`src/rtl/riscv_fetch_pkg.sv`:
```
// Shared constants and helpers for the instruction prefetch unit.
package riscv_fetch_pkg;

  // Bubble presented to decode when nothing is buffered (addi x0, x0, 0).
  localparam logic [31:0] NOP_INSTR = 32'h0000_0013;

  localparam int unsigned DEFAULT_DEPTH = 4;

  // Counter width able to hold the value DEPTH itself.
  function automatic int unsigned cntWidth(input int unsigned depth);
    return $clog2(depth) + 1;
  endfunction

endpackage

```
`src/rtl/instr_prefetch_if.sv`:
```
// Fetch-side bus: memory request/response channel, EX redirect and IF outputs.
interface instr_prefetch_if;
  logic        req_valid;
  logic        req_ready;
  logic [31:0] req_addr;
  logic        rsp_valid;
  logic [31:0] rsp_data;
  logic        redirect;
  logic [31:0] redirect_pc;
  logic        StallF;
  logic        fetch_valid;
  logic [31:0] InstrF;
  logic [31:0] PCF;
  logic [31:0] PCPlus4F;

  // Prefetch unit side.
  modport master (
    output req_valid, req_addr, fetch_valid, InstrF, PCF, PCPlus4F,
    input  req_ready, rsp_valid, rsp_data, redirect, redirect_pc, StallF
  );

  // Memory and pipeline side.
  modport slave (
    input  req_valid, req_addr, fetch_valid, InstrF, PCF, PCPlus4F,
    output req_ready, rsp_valid, rsp_data, redirect, redirect_pc, StallF
  );
endinterface

```
`src/rtl/fetch_fifo.sv`:
```
// Synchronous FIFO with synchronous clear; the caller never overfills or over-pops it.
module fetch_fifo
  import riscv_fetch_pkg::*;
#(
  parameter int unsigned DEPTH = DEFAULT_DEPTH,
  parameter int unsigned WIDTH = 32
) (
  input  logic                       clk,
  input  logic                       reset,
  input  logic                       push,
  input  logic [WIDTH-1:0]           pushData,
  input  logic                       pop,
  input  logic                       clear,
  output logic [cntWidth(DEPTH)-1:0] count,
  output logic [WIDTH-1:0]           headData
);
  localparam int unsigned PtrW = $clog2(DEPTH);
  localparam int unsigned CntW = cntWidth(DEPTH);

  logic [WIDTH-1:0] mem [DEPTH];
  logic [PtrW-1:0]  wrPtr;
  logic [PtrW-1:0]  rdPtr;

  // Storage needs no reset; only entries below count are ever read.
  always_ff @(posedge clk) begin
    if (push && !clear) mem[wrPtr] <= pushData;
  end

  // Pointer and occupancy bookkeeping; clear discards everything.
  always_ff @(posedge clk or posedge reset) begin
    if (reset) begin
      wrPtr <= '0;
      rdPtr <= '0;
      count <= '0;
    end else if (clear) begin
      wrPtr <= '0;
      rdPtr <= '0;
      count <= '0;
    end else begin
      if (push) wrPtr <= wrPtr + PtrW'(1);
      if (pop)  rdPtr <= rdPtr + PtrW'(1);
      count <= count + CntW'(push) - CntW'(pop);
    end
  end

  assign headData = mem[rdPtr];
endmodule

```
`src/rtl/instr_prefetch.sv`:
```
// Sequential instruction prefetcher with credit-limited issue and redirect flush.
module instr_prefetch
  import riscv_fetch_pkg::*;
#(
  parameter int unsigned DEPTH    = DEFAULT_DEPTH,
  parameter logic [31:0] RESET_PC = 32'h0000_0000
) (
  input logic              clk,
  input logic              reset,
  instr_prefetch_if.master fetchBus
);
  localparam int unsigned CntW = cntWidth(DEPTH);

  logic [31:0]     fpc;
  logic [31:0]     outPc;
  logic [CntW-1:0] outstanding;
  logic [CntW-1:0] dropCnt;
  logic [CntW-1:0] count;
  logic [31:0]     headData;
  logic [CntW:0]   inFlight;
  logic            reqValid, fire, rspAccept, push, pop, fetchValid;

  // Credits cover both un-answered requests and buffered words, so pushes never overflow.
  always_comb begin
    inFlight   = {1'b0, outstanding} + {1'b0, count};
    reqValid   = !reset && !fetchBus.redirect && (inFlight < (CntW+1)'(DEPTH));
    fire       = reqValid && fetchBus.req_ready;
    rspAccept  = fetchBus.rsp_valid && (outstanding != '0);
    fetchValid = (count != '0);
    push       = rspAccept && (dropCnt == '0) && !fetchBus.redirect;
    pop        = fetchValid && !fetchBus.StallF && !fetchBus.redirect;
  end

  // PC, credit and drop counters; redirect overrides normal advance.
  always_ff @(posedge clk or posedge reset) begin
    if (reset) begin
      fpc         <= RESET_PC;
      outPc       <= RESET_PC;
      outstanding <= '0;
      dropCnt     <= '0;
    end else begin
      outstanding <= outstanding + CntW'(fire) - CntW'(rspAccept);
      if (fetchBus.redirect) begin
        fpc     <= fetchBus.redirect_pc;
        outPc   <= fetchBus.redirect_pc;
        // Everything still in flight belongs to the old path.
        dropCnt <= outstanding - CntW'(rspAccept);
      end else begin
        if (fire) fpc <= fpc + 32'd4;
        if (pop)  outPc <= outPc + 32'd4;
        if (rspAccept && (dropCnt != '0)) dropCnt <= dropCnt - CntW'(1);
      end
    end
  end

  fetch_fifo #(
    .DEPTH (DEPTH),
    .WIDTH (32)
  ) u_fifo (
    .clk      (clk),
    .reset    (reset),
    .push     (push),
    .pushData (fetchBus.rsp_data),
    .pop      (pop),
    .clear    (fetchBus.redirect),
    .count    (count),
    .headData (headData)
  );

  // Output mux: bubble when nothing is buffered.
  always_comb begin
    fetchBus.req_valid   = reqValid;
    fetchBus.req_addr    = fpc;
    fetchBus.fetch_valid = fetchValid;
    fetchBus.InstrF      = fetchValid ? headData : NOP_INSTR;
    fetchBus.PCF         = outPc;
    fetchBus.PCPlus4F    = outPc + 32'd4;
  end

  rspWithoutRequest: assert property (@(posedge clk) disable iff (reset)
    fetchBus.rsp_valid |-> (outstanding != '0));

  reqHeldUntilAccepted: assert property (@(posedge clk) disable iff (reset)
    (fetchBus.req_valid && !fetchBus.req_ready) |=>
      (fetchBus.redirect || (fetchBus.req_valid && $stable(fetchBus.req_addr))));
endmodule
```
`src/flat_wrapper.sv`:
```
// flat-port wrapper written by rule: the top's interface ports become plain ports
module instr_prefetch_flat import riscv_fetch_pkg::*;
#(
  parameter int unsigned DEPTH    = DEFAULT_DEPTH,
  parameter logic [31:0] RESET_PC = 32'h0000_0000
)
  (clk, reset, fetchBus_req_valid, fetchBus_req_addr, fetchBus_fetch_valid, fetchBus_InstrF, fetchBus_PCF, fetchBus_PCPlus4F, fetchBus_req_ready, fetchBus_rsp_valid, fetchBus_rsp_data, fetchBus_redirect, fetchBus_redirect_pc, fetchBus_StallF);
  instr_prefetch_if fetchBus_i ();
  input logic clk;
  input logic reset;
  output wire logic [$bits(fetchBus_i.req_valid)-1:0] fetchBus_req_valid;
  output wire logic [$bits(fetchBus_i.req_addr)-1:0] fetchBus_req_addr;
  output wire logic [$bits(fetchBus_i.fetch_valid)-1:0] fetchBus_fetch_valid;
  output wire logic [$bits(fetchBus_i.InstrF)-1:0] fetchBus_InstrF;
  output wire logic [$bits(fetchBus_i.PCF)-1:0] fetchBus_PCF;
  output wire logic [$bits(fetchBus_i.PCPlus4F)-1:0] fetchBus_PCPlus4F;
  input wire logic [$bits(fetchBus_i.req_ready)-1:0] fetchBus_req_ready;
  input wire logic [$bits(fetchBus_i.rsp_valid)-1:0] fetchBus_rsp_valid;
  input wire logic [$bits(fetchBus_i.rsp_data)-1:0] fetchBus_rsp_data;
  input wire logic [$bits(fetchBus_i.redirect)-1:0] fetchBus_redirect;
  input wire logic [$bits(fetchBus_i.redirect_pc)-1:0] fetchBus_redirect_pc;
  input wire logic [$bits(fetchBus_i.StallF)-1:0] fetchBus_StallF;
  assign fetchBus_req_valid = fetchBus_i.req_valid;
  assign fetchBus_req_addr = fetchBus_i.req_addr;
  assign fetchBus_fetch_valid = fetchBus_i.fetch_valid;
  assign fetchBus_InstrF = fetchBus_i.InstrF;
  assign fetchBus_PCF = fetchBus_i.PCF;
  assign fetchBus_PCPlus4F = fetchBus_i.PCPlus4F;
  assign fetchBus_i.req_ready = fetchBus_req_ready;
  assign fetchBus_i.rsp_valid = fetchBus_rsp_valid;
  assign fetchBus_i.rsp_data = fetchBus_rsp_data;
  assign fetchBus_i.redirect = fetchBus_redirect;
  assign fetchBus_i.redirect_pc = fetchBus_redirect_pc;
  assign fetchBus_i.StallF = fetchBus_StallF;
  instr_prefetch #(.DEPTH(DEPTH), .RESET_PC(RESET_PC)) u_core (.clk(clk), .reset(reset), .fetchBus(fetchBus_i));
endmodule
```
`config.mk`:
```
export PLATFORM = sky130hd
export DESIGN_NAME = instr_prefetch_flat
export DESIGN_NICKNAME = d
export VERILOG_FILES = /design/src/rtl/riscv_fetch_pkg.sv /design/src/rtl/instr_prefetch_if.sv /design/src/rtl/fetch_fifo.sv /design/src/rtl/instr_prefetch.sv /design/src/flat_wrapper.sv
export SDC_FILE = /design/constraint.sdc
export NUM_CORES = 1
export LEC_CHECK = 0
export CAP_MARGIN = 20
export CORE_ASPECT_RATIO = 0.75
export CORE_MARGIN = 3
export CORE_UTILIZATION = 36
export CTS_CLUSTER_DIAMETER = 80
export CTS_CLUSTER_SIZE = 20
export DETAILED_ROUTE_END_ITERATION = 16
export PLACE_DENSITY = 0.67
export SYNTH_ARGS = -nofsm -noshare
export SYNTH_HDL_FRONTEND = slang
export SYNTH_HIERARCHICAL = 1
export SYNTH_SLANG_ARGS = --single-unit
```
`constraint.sdc`:
```
create_clock -name clk -period 11.6 [get_ports clk]
set_clock_uncertainty 0.2 [all_clocks]
set_input_delay 2.9 -clock clk [delete_from_list [all_inputs] [get_ports clk]]
set_output_delay 2.9 -clock clk [all_outputs]
set_load 0.03 [all_outputs]
```
# After elaboration in Yosys (flattened, before gate mapping)
# Memory sizes are Yosys's and may differ from the RTL's.
# Cells that the tools add are included.
# word_totals
rom_bits	0
reg_bits	77
word_cells	55
mem_count	1
latchBits	0
output_inout_bits	130
ram_bits	128
# mem_list
memory	words	width	read_ports	rd_ports_with_merged_regs	wr	line	rtl
u_core.u_fifo.mem	4	32	1	0	1	fetch_fifo.sv:20	logic [WIDTH-1:0] mem [DEPTH];
# op_classes
n_div	0
bitwise	0
muxes	14
reduce_logical	21
n_eq_ne	0
mul	0
n_addsub	11
shifts	0
order_cmp	1
# op_table
op	count
2-to-1 mux 32 bit	5
adder 32 x 3 -> 32 bit, second input constant	2
logical AND 1 bit	10
2-to-1 mux 3 bit	3
nonzero test 3 bit	3
subtractor 3 x 1 -> 3 bit	3
2-to-1 mux 2 bit	4
nonzero test 2 bit	4
adder 3 x 1 -> 3 bit	2
adder 2 x 1 -> 2 bit, second input constant	2
adder 3 x 3 -> 4 bit	1
less-than comparator 4 x 3 -> 1 bit, second input constant	1
logical NOT 1 bit	3
logical NOT 3 bit	1
subtractor 3 x 1 -> 3 bit, second input constant	1
2-to-1 mux 1 bit	2

# Longest topological paths before layout
# Gate-level depths: netlist of run 1.
# logic_depth
depth_word	7
mapped_depth	12
mapped_depth_nobuf	11

# Modules after synthesis
# Netlist of run 1, hierarchy kept.
# modules_own_cells
mod	cells_per_inst	instances	area_each_um2
fetch_fifo	206	1	5094.9
instr_prefetch	537	1	4723.3

# Worst setup path after synthesis of run 1
# Ideal clock, no wire load.
# synth_timing
kind	input-to-output
from	input reset
to	output fetchBus_req_valid
arrival_ns	4.913
cell_stages	2
slack_ns	3.587
cell_sequence	inv_1 and3_1
# synth_via
elab_chain_len	3
# synth_rtl
element	line	rtl
start: declaration	flat_wrapper.sv:10	input logic reset;
logical NOT 1 bit	instr_prefetch.sv:26	reqValid = !reset && !fetchBus.redirect && (inFlight < (CntW+1)'(DEPTH));
logical AND 1 bit (2 in a row)	instr_prefetch.sv:26	
end: declaration	flat_wrapper.sv:11	output wire logic [$bits(fetchBus_i.req_valid)-1:0] fetchBus_req_valid;
# Every way passes these cells.

# Worst setup path in the final report of run 1
# Same ends and word-level chain as after synthesis.

==> flow_summary.yaml, run 1 <==
global_route:
  antenna_found_initial: 0
  grt_pass1_vias: 6550
  grt_use_met1_pct: 27.87
  grt_max_degree: 73
  grt_busiest_layer: "met1"
  overflow: 0
  grtUsageMet3_pct: 3.206
  grtUsageMet2_pct: 25.34
  grt_usage_pct: 17.48
  grt_pass1_wl_um: 39650
yosys:
  synth_seq_cells: 205
  synth_cells: 743
  syn-num-nets: 831
  synth.avg_cell_area_sq_um: 13.21
  ys_types: 60
  synth_warnings: 6
  yosysSeqAreaShare_pct: 58.77
  synth.cell_area_sq_mm: 0.009818
routing:
  ant_nets: 0
  drtIter0Drc: 543
  vias_per_cell: 5.284
  vias: 6743
  wirelength_um: 25860
  wl_per_cell_um: 20.26
  drtPass1Iterations: 5
  drcViolationCount: 0
placement:
  dp_cells: 1252
  dpl_cell_area_sq_mm: 0.01204
  port-buffer-count: 199
  dp_slack_ns: 3.344
  dp_hpwl_um: 18240
  place_congestion: 0.9107
timing:
  clock.fmax_mhz: 122.6
  setup_tns_ns: 0
  rsz0062_at_grt: "no"
  setup_viol: 0
  period_needed_ns: 8.154
  slew_headroom_pct: 30.42
  hold_viol: 0
  drv_slew: 0
  finalHoldWorstSlack_ns: 0.3387
  layout_setup_ws_ns: 3.446
  period_share_pct: 70.29
  tightestPinTransition_ns: 1.044
final_layout:
  nets: 1012
  drive_gt1_share_pct: 8.584
  fill_cells: 2369
  fin_area_sq_mm: 0.01246
  diodes: 0
  final_util_pct: 47.16
  instances_no_fill: 1276
  area_delta_synth_final_pct: 26.89
cts:
  insertion_delay_ns: 0.47
  cts_tree: "yes"
  clockBufferDepth: 3
  postCtsSetupBuffers: 0
  hold_buffers: 0
  root_buffer: "clkbuf_16"
  cts.sinks: 205
  cts.clk_slew.worst_paths_ns: 0.09
  cts_resized: 0
  htreeDepth: 1
  cts_buffers: 14
floorplan:
  die_x_um: 196.7
  start_util_pct: 37.16
  coreArea_sq_mm: 0.02642
  dieArea_sq_mm: 0.02931
  ioPinCount: 200
  fp-row-count: 51
  dieHeight_um: 149.0
outcome:
  status: "complete, no violations"
min_path:
  min_path_type: "reg2reg"
power:
  leakage_nw: 4.344
  power_mw: 2.163
  p_per_area_mw_per_mm2: 173.6
  ir_worst_vdd_uv: 93.58
critical_path:
  crit_path_start_kind: "input port"
  cp.required_ns: 8.50
  critPathKind: "in2out"
  cp_max_fo: 72
  cp-end-kind: "output port"
  critPathArrivalTime_ns: 5.05
run:
  drv_cap: 0
## layer usage
metal | share of wire (%) | routed length (um)
met5 | 0 | 0
met4 | 1.3 | 327
met3 | 7.6 | 1963
met2 | 42 | 10960
met1 | 49 | 12610
## worst paths after layout
| path | from | to | slack [ns] | depth (start not counted) |
|---|---|---|---|---|
| min | u_core/fetchBus.req_addr[1] | u_core/fetchBus.req_addr[1] | 0.34 | 2 |
| min reg2reg | u_core/fetchBus.req_addr[1] | u_core/fetchBus.req_addr[1] | 0.34 | 2 |
| min in group asynchronous | reset | u_core/u_fifo/count[1] | 2.53 | 2 |
| max in group asynchronous | reset | u_core/fetchBus.PCF[26] | 7.72 | 3 |
| max | reset | fetchBus_req_valid | 3.45 | 5 |
| max reg2reg | u_core/u_fifo/count[1] | u_core/u_fifo/count[2] | 7.64 | 12 |
## cell usage in the layout, fill, tap and decap left out, drive strengths merged, types with 32 or more instances in the layout
cell type      instances
nand2                 55
edfxtp               128
inv                   35
and2                  34
xnor2                 43
mux4                  32
clkdlybuf4s50        198
nand3                 39
dfrtp                 77
nor2                  33
o21ai                 32
## final cells by class
type	instances	area, sq um	share of cell area (%)
clock inverters	1	16.27	0.1306
repair buffers	205	2032	16.31
clock buffers	23	405.4	3.254
inverters	34	127.6	1.024
multi-input cells	464	3675	29.50
flip-flops and latches	205	5772	46.33
well taps	344	430.4	3.455
## flip-flops by register name, summed over array words and instances (netlist names)
register	cells
u_core/dropCnt	3
u_core/fetchBus.PCF	32
u_core/fetchBus.req_addr	32
u_core/outstanding	3
u_core/u_fifo/count	3
u_core/u_fifo/mem	128
u_core/u_fifo/rdPtr	2
u_core/u_fifo/wrPtr	2
## logic make-up after synthesis
family | count (synthesis) | share of synthesized area (%)
AO/OA/AOI/OAI | 90 | 6.104
XOR/XNOR | 69 | 6.295
adder cells (fa/ha/maj) | 18 | 2.447
buffers and inverters | 74 | 3.849
flip-flops | 205 | 58.77
multiplexers | 37 | 8.080
AND/OR/NAND/NOR | 250 | 14.45
## Yosys cell counts (all sizes together)
cell type	instances	area [sq um]
o31a	3	27.53
xnor3	1	22.52
a211oi	1	7.510
o21ai	32	160.2
xnor2	43	376.6
nor2	33	123.9
edfxtp	128	3844
clkbuf	16	60.06
ha	16	200.2
nand2b	10	62.56
nand3	39	227.7
a21bo	1	10.01
a311oi	2	17.52
nor4	15	151.4
a21oi	7	35.03
nor2b	2	12.51
or4	4	30.03
o211ai	19	142.6
and4	6	53.80
inv	34	127.6
fa	2	40.04
mux2i	2	20.02
nor3	18	106.4
or3	2	12.51
mux4	32	739.5
a31o	1	8.760
and2	34	212.7
nand4b	1	8.760
o311ai	9	78.83
a21boi	11	82.58
a41o	1	10.01
mux2	3	33.78
nand3b	2	15.01
buf	24	190.2
nand4	20	137.6
xor2	25	219.0
or2	1	6.260
nand2	55	206.5
dfrtp	77	1927
a31oi	3	18.77
and3	8	51.30
## power by group
part	internal (mW)	switching, mW
registers	0.822	0.0627
clock network	0.245	0.242
logic	0.327	0.464
## critical path, cell delays in order
cell and delay [ns]:
clkdlybuf4s50_1 0.43, inv_2 0.05, buf_4 0.70, and3_1 0.29, clkdlybuf4s50_1 0.67
Power figures use the tool's default switching activity.
==> inputs of run 2 (changes only) <==
- PLACE_DENSITY: 0.67 -> 0.7
- clock period: 11.6 -> 6.7 ns (I/O delays scaled with it)
==> run 2 against run 1 <==
  * Clock power grew 71%
  * Combinational power rose by 68%
  * Power rose by 72%
  * Critical path type is now reg2out
  * Critical endpoint is now fetchBus_PCPlus4F[29]
==> flow_summary.yaml, run 2 (synthesis results as in run 1) <==
final_layout:
  nets: 1011
  area_delta_synth_final_pct: 26.75
  drive_gt1_share_pct: 8.827
  top_register: "u_core/u_fifo/mem"
  final_common_cell: "clkdlybuf4s50_1"
  final_util_pct: 47.11
  final_cell_mix: "clkdlybuf4s50_1 (198), edfxtp_1 (128), dfrtp_1 (75)"
  fin_area_sq_mm: 0.01244
  largest_register_ffs: 128
critical_path:
  cp_max_fo: 9
  crit_start: "u_core/fetchBus.PCF[8]"
  crit_path_start_kind: "flip-flop"
  path_cells: "nand4_1 > nor4_1 > nand2_1 > nor2_1 > xor2_1 > clkdlybuf4s50_1"
  critical-path-max-stage-delay_ns: 0.69
  cp-end-kind: "output port"
  crit_buf_inv: 1
  cp.required_ns: 4.83
  cp_top_family: "simple AND/OR/NAND/NOR gates"
  r2r_start: "u_core/u_fifo/count[1]"
  critPathKind: "reg2out"
  critPathArrivalTime_ns: 3.20
  crit_slowest_cell: "clkdlybuf4s50_1"
routing:
  vias_per_cell: 5.266
  drtPass1Iterations: 5
  wl_per_cell_um: 20.43
  drtIter0Drc: 549
  vias: 6714
  wirelength_um: 26050
  drcViolationCount: 0
  ant_nets: 0
min_path:
  hold_start: "u_core/fetchBus.PCF[0]"
  min_path_type: "reg2reg"
power:
  p_int_mw: 2.400
  power_frac_comb_pct: 35.8
  clockPowerShare_pct: 22.4
  seqPwrFrac_pct: 41.8
  p_sw_mw: 1.321
  ir_worst_vdd_uv: 163.9
  swShare_pct: 35.50
  leakage_nw: 4.334
  p_per_area_mw_per_mm2: 299.0
cts:
  cts.sinks: 205
  htreeDepth: 1
  postCtsSetupBuffers: 0
  cts_buffers: 14
  cts_resized: 0
  insertion_delay_ns: 0.47
  cts.clk_slew.worst_paths_ns: 0.09
  cts_tree: "yes"
  clockBufferDepth: 3
  hold_buffers: 0
  root_buffer: "clkbuf_16"
placement:
  place_congestion: 0.8296
  port-buffer-count: 199
  dp_hpwl_um: 18550
  dpl_cell_area_sq_mm: 0.01203
run:
  drv_cap: 0
timing:
  tightestPinTransition_ns: 0.9844
  period_share_pct: 75.69
  drv_slew: 0
  slew_headroom_pct: 34.38
  clock.fmax_mhz: 197.2
  setup_viol: 0
  period_needed_ns: 5.071
  hold_viol: 0
  setup_tns_ns: 0
  rsz0062_at_grt: "no"
global_route:
  grt_usage_pct: 17.78
  grt_pass1_wl_um: 40660
  grt_pass1_vias: 6729
  overflow: 0
  antenna_found_initial: 0
  grt_max_degree: 71
floorplan:
  dieArea_sq_mm: 0.02931
  ioPinCount: 200
  coreArea_sq_mm: 0.02642
  start_util_pct: 37.16
  dieHeight_um: 149.0
  die_x_um: 196.7
  fp-row-count: 51
outcome:
  status: "complete, no violations"
-- run 2: changes by cell type in the layout (fill, tap and decap cells not counted), sizes merged --
cell      change
clkbuf        -5
clkinv        +2
diode         +2
buf           -1
clkinvlp      +1
-- run 2: per-stage QoR --
| stage | hold WS [ns] | instances | setup WS [ns] | total power, mW |
|---|---|---|---|---|
| after CTS | 0.3422 | 1273 | 1.591 | 3.765 |
| final | 0.3459 | 1275 | 1.629 | 3.721 |
| after global routing | 0.3843 | 1273 | 1.329 | 3.916 |
| after detailed placement | 0.3302 | 1251 | 1.838 | 2.924 |
| after floorplan | 0.3053 | 743 | 1.137 | 2.389 |
| after global placement | 0.3168 | 1251 | 1.833 | 2.917 |
-- run 2: worst paths after layout --
kind	endpoint	slack, ns	depth (start not counted)
min in group asynchronous	u_core/u_fifo/wrPtr[0]	1.31	2
max reg2reg	u_core/u_fifo/count[2]	2.93	12
max in group asynchronous	u_core/fetchBus.PCF[20]	3.99	3
max	fetchBus_PCPlus4F[29]	1.63	6
min reg2reg	u_core/fetchBus.PCF[0]	0.35	2
min	u_core/fetchBus.PCF[0]	0.35	2
-- run 2: layout make-up --
class | instances | area, sq um
diodes | 2 | 5.005
well taps | 344 | 430.4
multi-input cells | 464 | 3675
inverters | 34 | 127.6
fillers | 2401 | 13970
flip-flops and latches | 205 | 5773
repair buffers | 204 | 2024
clock inverters | 4 | 22.52
clock buffers | 18 | 386.6
-- run 2: power by group through the flow --
stage / combinational [mW] / sequential [mW] / clock, mW
floorplan: 0.779 / 1.61 / 0
finish: 1.33 / 1.56 / 0.833
CTS: 1.35 / 1.55 / 0.862
global placement: 1.34 / 1.58 / 0
detailed placement: 1.34 / 1.58 / 0
global route: 1.43 / 1.57 / 0.913
-- run 2: layer usage --
layer	vias to the layer above	wire, um	share of wire (%)	track usage (%)
met4	0	264	1.0	2.101
met3	20	1538	5.9	3.296
met1	3388	12680	49	27.47
li1	3103	-	-	-
met2	203	11560	44	27.03
met5	-	0	0	0
-- run 2: worst register-to-register path, stage by stage, from the launching register on --
cell	delay, ns
dfrtp_1	0.49
nor3_2	0.45
inv_1	0.08
buf_4	0.26
nand2b_1	0.75
nor2_1	0.25
ha_1	0.34
inv_1	0.05
ha_1	0.14
inv_1	0.05
fa_1	0.36
xnor3_1	0.20
nor2_1	0.04
